<file path="src/rtl/tensor_wb_serializer.sv">
// tensor_wb_serializer: holds one 4x4 FP32 D tile and streams it to writeback as row-group beats.
//
// Ports:
//   clk          clock, all state updates on the rising edge
//   reset        asynchronous active-low reset
//   valid_in     upstream D tile valid
//   ready_in     tile can be accepted this cycle (combinational from ready_out)
//   D_tile       [row][col][fp32] result tile
//   D_wid        warp id of D_tile
//   valid_out    beat valid
//   ready_out    downstream accepts the beat
//   data_out     rows [beat*ROWS_PER_BEAT +: ROWS_PER_BEAT] of the held tile
//   wid_out      warp id of the held tile
//   beat_idx     current beat number, 0..BEATS-1
//   last_out     final beat of the held tile
//   stall_cycles free-running count of valid_out && !ready_out cycles
`ifndef NW_WIDTH
`define NW_WIDTH 4
`endif

module tensor_wb_serializer #(
   parameter int ROWS_PER_BEAT = 1,
   parameter int PERF_WIDTH    = 32
) (
   input  logic                                  clk,
   input  logic                                  reset,
   input  logic                                  valid_in,
   output logic                                  ready_in,
   input  logic [3:0][3:0][31:0]                 D_tile,
   input  logic [`NW_WIDTH-1:0]                  D_wid,
   output logic                                  valid_out,
   input  logic                                  ready_out,
   output logic [ROWS_PER_BEAT-1:0][3:0][31:0]   data_out,
   output logic [`NW_WIDTH-1:0]                  wid_out,
   output logic [1:0]                            beat_idx,
   output logic                                  last_out,
   output logic [PERF_WIDTH-1:0]                 stall_cycles
);
   localparam int         BEATS = 4 / ROWS_PER_BEAT;
   localparam logic [1:0] LAST  = 2'(BEATS - 1);

   typedef enum logic {IDLE, SEND} state_t;

   state_t                 r_state;
   logic [1:0]             r_cnt;
   logic [3:0][3:0][31:0]  r_tile;
   logic [`NW_WIDTH-1:0]   r_wid;
   logic [PERF_WIDTH-1:0]  r_stall;
   logic                   w_fire_in;
   logic                   w_fire_out;
   logic [1:0]             w_row;

   assign valid_out    = r_state == SEND;
   assign last_out     = valid_out && r_cnt == LAST;
   assign w_fire_out   = valid_out && ready_out;
   // A new tile may slide in behind the last beat in the same cycle, so no bubble between tiles.
   assign ready_in     = reset && (r_state == IDLE || (w_fire_out && last_out));
   assign w_fire_in    = valid_in && ready_in;
   assign w_row        = 2'(r_cnt * ROWS_PER_BEAT);
   assign data_out     = r_tile[w_row +: ROWS_PER_BEAT];
   assign wid_out      = r_wid;
   assign beat_idx     = r_cnt;
   assign stall_cycles = r_stall;

   always_ff @(posedge clk or negedge reset) begin
      if (!reset) begin
         r_state <= IDLE;
         r_cnt   <= '0;
         r_tile  <= '0;
         r_wid   <= '0;
         r_stall <= '0;
      end else begin
         if (valid_out && !ready_out) r_stall <= r_stall + 1'b1;
         // fire_in in SEND implies the last beat is firing, so this also covers the reload case.
         if (w_fire_in) begin
            r_state <= SEND;
            r_cnt   <= '0;
            r_tile  <= D_tile;
            r_wid   <= D_wid;
         end else if (w_fire_out) begin
            r_state <= last_out ? IDLE : SEND;
            r_cnt   <= last_out ? 2'd0 : r_cnt + 2'd1;
         end
      end
   end

   assert property (@(posedge clk) disable iff (!reset)
      valid_out && !ready_out |=> $stable(data_out) && $stable(wid_out));

   if (!(ROWS_PER_BEAT inside {1, 2, 4})) begin : g_bad_rpb
      $error("ROWS_PER_BEAT must be 1, 2 or 4");
   end
endmodule
</file>
<file path="config.mk">
export PLATFORM = sky130hd
export DESIGN_NAME = tensor_wb_serializer
export DESIGN_NICKNAME = d
export VERILOG_FILES = /design/src/rtl/tensor_wb_serializer.sv
export SDC_FILE = /design/constraint.sdc
export NUM_CORES = 1
export LEC_CHECK = 0
export BUFFER_PORTS_ARGS = -buffer_cell sky130_fd_sc_hd__buf_2
export CORE_AREA = 5 5 269 271
export DETAILED_ROUTE_END_ITERATION = 8
export DIE_AREA = 0 0 274 276
export PLACE_DENSITY = 0.7
export SYNTH_ARGS = -nofsm -noshare
export SYNTH_HDL_FRONTEND = slang
export SYNTH_SLANG_ARGS = --single-unit
</file>
<file path="constraint.sdc">
create_clock -name clk -period 3.7 [get_ports clk]
set_input_delay 0.74 -clock clk [delete_from_list [all_inputs] [get_ports clk]]
set_output_delay 0.74 -clock clk [all_outputs]
set_load 0.01 [all_outputs]
</file>
# [Word level (Yosys, flattened, before mapping)]
# Index checks and enable logic that the tools add are counted.
[word_totals] register_bits=551 in_bits=520 output_inout_bits=169 elab_cells=167
[classes] n_addsub=2 eq_ne=1 n_shift=128 muxes=6 n_bitwise=1 reduce_logical=9
[op_table] cell="4-bit by 3-bit variable part select with 1-bit output" count=128
[op_table] cell="32-bit by 1-bit adder with 32-bit output, second input constant" count=1
[op_table] cell="1-bit logical AND" count=6
[op_table] cell="2-bit two-way mux" count=3
[op_table] cell="1-bit two-way mux" count=3
[op_table] cell="2-bit by 1-bit adder with 2-bit output, second input constant" count=1
[op_table] cell="2-bit == test, second input constant" count=1
[op_table] cell="2-bit nonzero test" count=1
[op_table] cell="1-bit logical NOT" count=1
[op_table] cell="1-bit logical OR" count=1
[op_table] cell="1-bit NOT" count=1

# [Depth between registers and ports, before layout]
[logic_depth] depth_word=7 ltp_mapped=8 depth_no_buf=5

# [Worst setup path after synthesis]
# OpenSTA, ideal clock, no wires.
[synth_timing] path_kind="reg-to-output" startpoint="reg r_cnt[0] (netlist: beat_idx[0])" endpoint="out data_out[0] (netlist name)" arrival_time_ps=1558 required_time_ps=2960 path_slack_ps=1402 path_stages_with_launch=5 path_buffers=3 path_cell_list="dfrtp_1 -> clkbuf_1 -> buf_2 -> buf_2 -> mux4_2"
[synth_rtl] element="start, declared" line_no="45" text="logic [1:0] r_cnt;"
[synth_rtl] element="start signal, assigned" line_no="82" text="r_cnt <= last_out ? 2'd0 : r_cnt + 2'd1;"
[synth_rtl] element="end, declared" line_no="33" text="output logic [ROWS_PER_BEAT-1:0][3:0][31:0] data_out,"

==> results.md <==
- Status: completed
- Register bit total from synthesis: ~550
- Final period utilization: roughly 87%
- Tmin final: ~3200 ps
- Boundary pin count: roughly 700
- Via-to-Cell Ratio: 4.82
- Most frequent CP cell: buf_12
- Worst Clk Skew: 12.6 ps
- Max cap viols: 0
- Gate count of the mapped netlist: 1384
- PostCTS Resize Cnt: 0
- DRC Markers: 0
- Slowest-stage cell, CP: dfrtp_4
- Drt wl/cell: about 22 µm
- NetSw: ~8.7 mW
- Maximum VDD drop: ~0.00056 V
- Initial DRC count: between 600 and 700
- CP Data Arrival Time: approximately 2500 ps
- Area grow syn2layout: 23.5%
- Share of the synthesized area in the top cell type: 52.3%
- Worst Path Class, Setup: flop to primary output
- Total Routing Usage GR: 17.5%
- Area leader, netlist: dfrtp_1
- Antenna-violating nets left: 0
- Critical path endpoint category: primary output
- Layout cells sized above 1: between 60 and 70%
- Initial antenna violation count: 36
- Number of port buffers: about 700
- Fin. max-slew vios: 0
- Total detailed-routing wirelength: around 69000 µm
- CTS tree: built
- Most frequent cells in the layout: buf_2, dfrtp_1, mux2_4
- Number of placement rows: 97
- Internal cell power: around 20 mW
- Routability Congestion: 0.891
- Top cells by area, synth: dfrtp_1, mux2_4, mux4_2
- Mapped Area: 0.0264 mm²
- Core region area: roughly 0.070 mm²
- Clock sink count: roughly 550
- Total grt overflow: 0
- 1st-pass router iterations: 4
- Fmax: 311 MHz
- DP Wirelength: between 50000 and 60000 µm
- Setup_tns: 0 ps
- Yosys warns: 0
- Worst Path Required: 2960 ps
- Flop-to-flop setup slack: 980 ps
- Die extent in x: ~270 µm
- Fillers: roughly 6k
- Hold_ws: about 370 ps
- Total number of vias: between 15k and 20k
- Leakage: about 15 nW
- Htree depth: 2
- Syn Area/Cell: roughly 19 µm²
- Pin count of the biggest net entering global routing: 166
- First-pass GRT wire length: roughly 100000 µm
- Final Hold Fails: 0
- RSZ-0062 raised after global routing: no
- Reg clk slew, reported paths: 60 ps
- Maximum clock path buffer count: 3
- Final nets: 2619
- Combinational power share: between 40% and 50%
- Startpoint Class: flop
- TritonCTS Buffers: 60
- Most common cell after layout, fill and taps aside: buf_2
- Crit-path cells: buf_12 > buf_12 > mux4_2 > buf_2
- Post-CTS Setup Inserts: 0
- Clock Tree Root: clkbuf_16
- Rel. slew slack: ~31%
- Mapped Nets: about 1.9k
- Worst Path Max Fanout: 17
- Clock power frac: between 20% and 30%
- Initial Util: 37.9%
- Biggest cell delay along the critical path: between 600 and 700 ps
- Final number of setup-violating endpoints: 0
- Die area: roughly 0.076 mm²
- Switching Fraction: around 30%
- Worst skew pair latency: approximately 600 ps
- Die H: 276 µm
- Post-synthesis cell type count: 35
- Vias in the first global route: approximately 17k
- Reg power frac: a little under two fifths
- Hold_buf cts: 1
- Post-synthesis sequential area ratio: about 52%
- Worst-margin pin slew: between 1000 and 1500 ps
- Hold crit path type: input pin to flop
- Pwr/cell area: just under 900 mW/mm²
[final cells by class]
class	count	area, µm²	share of cell area, %
Sequential cell	551	13800	42.3
Multi-Input combinational cell	746	11300	34.8
Timing Repair Buffer	738	4040	12.4
Clock buffer	81	1750	5.38
Tap cell	940	1180	3.61
Clock inverter	30	414	1.27
Antenna cell	27	67.6	0.207
[final timing paths]
check,start,end,depth (start not counted)
max in group asynchronous,reset,r_tile[235],4
worst min-delay path,D_tile[190],r_tile[190],2
worst max register to register,beat_idx[1],r_tile[129],6
worst min register to register,r_tile[130],r_tile[130],1
worst max-delay path,beat_idx[0],data_out[70],4
min in group asynchronous,reset,r_tile[46],2
[per-stage QoR]
step	instance area [µm²]	util (%)	std cells	total power, mW	setup WS [ps]
2_1_floorplan	26400	-	1384	19.0	1400
3_3_place_gp	30300	43.6	2974	22.3	978
3_5_place_dp	30300	43.6	2974	22.7	975
4_1_cts	32500	46.8	3086	29.4	394
5_1_grt	32600	46.8	3110	30.6	326
6_report	32600	46.9	3113	29.2	487
[cells in the mapped netlist]
cell type	count
nand3b_2	1
buf_2	14
nand4_1	13
xnor2_1	26
clkbuf_1	10
and4_1	1
mux2_4	507
nor2_1	5
and4b_4	1
nor4b_4	1
mux2_2	1
buf_6	3
nand3_1	10
nor3_1	1
nand4b_1	1
buf_1	5
nand3b_1	1
nor2b_1	1
ha_1	2
dfrtp_1	551
mux2_1	9
nor4_1	1
a21oi_1	2
nor3_2	1
nand4_2	1
mux4_2	128
buf_12	55
nand2_1	14
nor4_4	1
nor3b_1	1
and3_1	4
xor2_1	5
and2_1	5
a21o_1	1
or2_1	1
[metal layers]
metal	track usage (%)	wire, µm	vias up
met1	21.0	27100	7781
li1	-	-	6579
met3	4.73	4670	125
met2	30.1	35200	521
met5	0	69	-
met4	6.52	2080	10
[worst max-delay path, delay by kind of cell (launching register included)]
family | cells | cell delay [ps]
DFF | 1 | 670
buffers and inverters | 3 | 620
muxes | 1 | 540
[power groups by stage]
stage | logic [mW] | clock network [mW] | registers (mW)
floorplan | 8.93 | 0 | 10.1
global placement | 11.5 | 0 | 10.8
detailed placement | 11.8 | 0 | 10.9
CTS | 11.8 | 6.68 | 10.9
global route | 12.4 | 6.93 | 11.2
finish | 11.7 | 6.51 | 10.9
[sequential cells by signal (all words and copies together) (netlist names)]
register      flops
r_tile          512
stall_cycles     32
wid_out           4
beat_idx          2
valid_out         1
[cells by family (layout without fill, tap and decap cells)]
family,count (synthesis),after routing,synth area share [%]
buffers and inverters,87,849,4.78
other,0,27,0
AND/OR/NAND/NOR,65,65,1.55
multiplexers,645,645,40.2
XOR/XNOR,31,31,1.03
adder cells (fa/ha/maj),2,2,0.0948
flip-flops,551,551,52.3
AO/OA/AOI/OAI,3,3,0.0664
No activity file was read; power rests on OpenSTA's default activity.
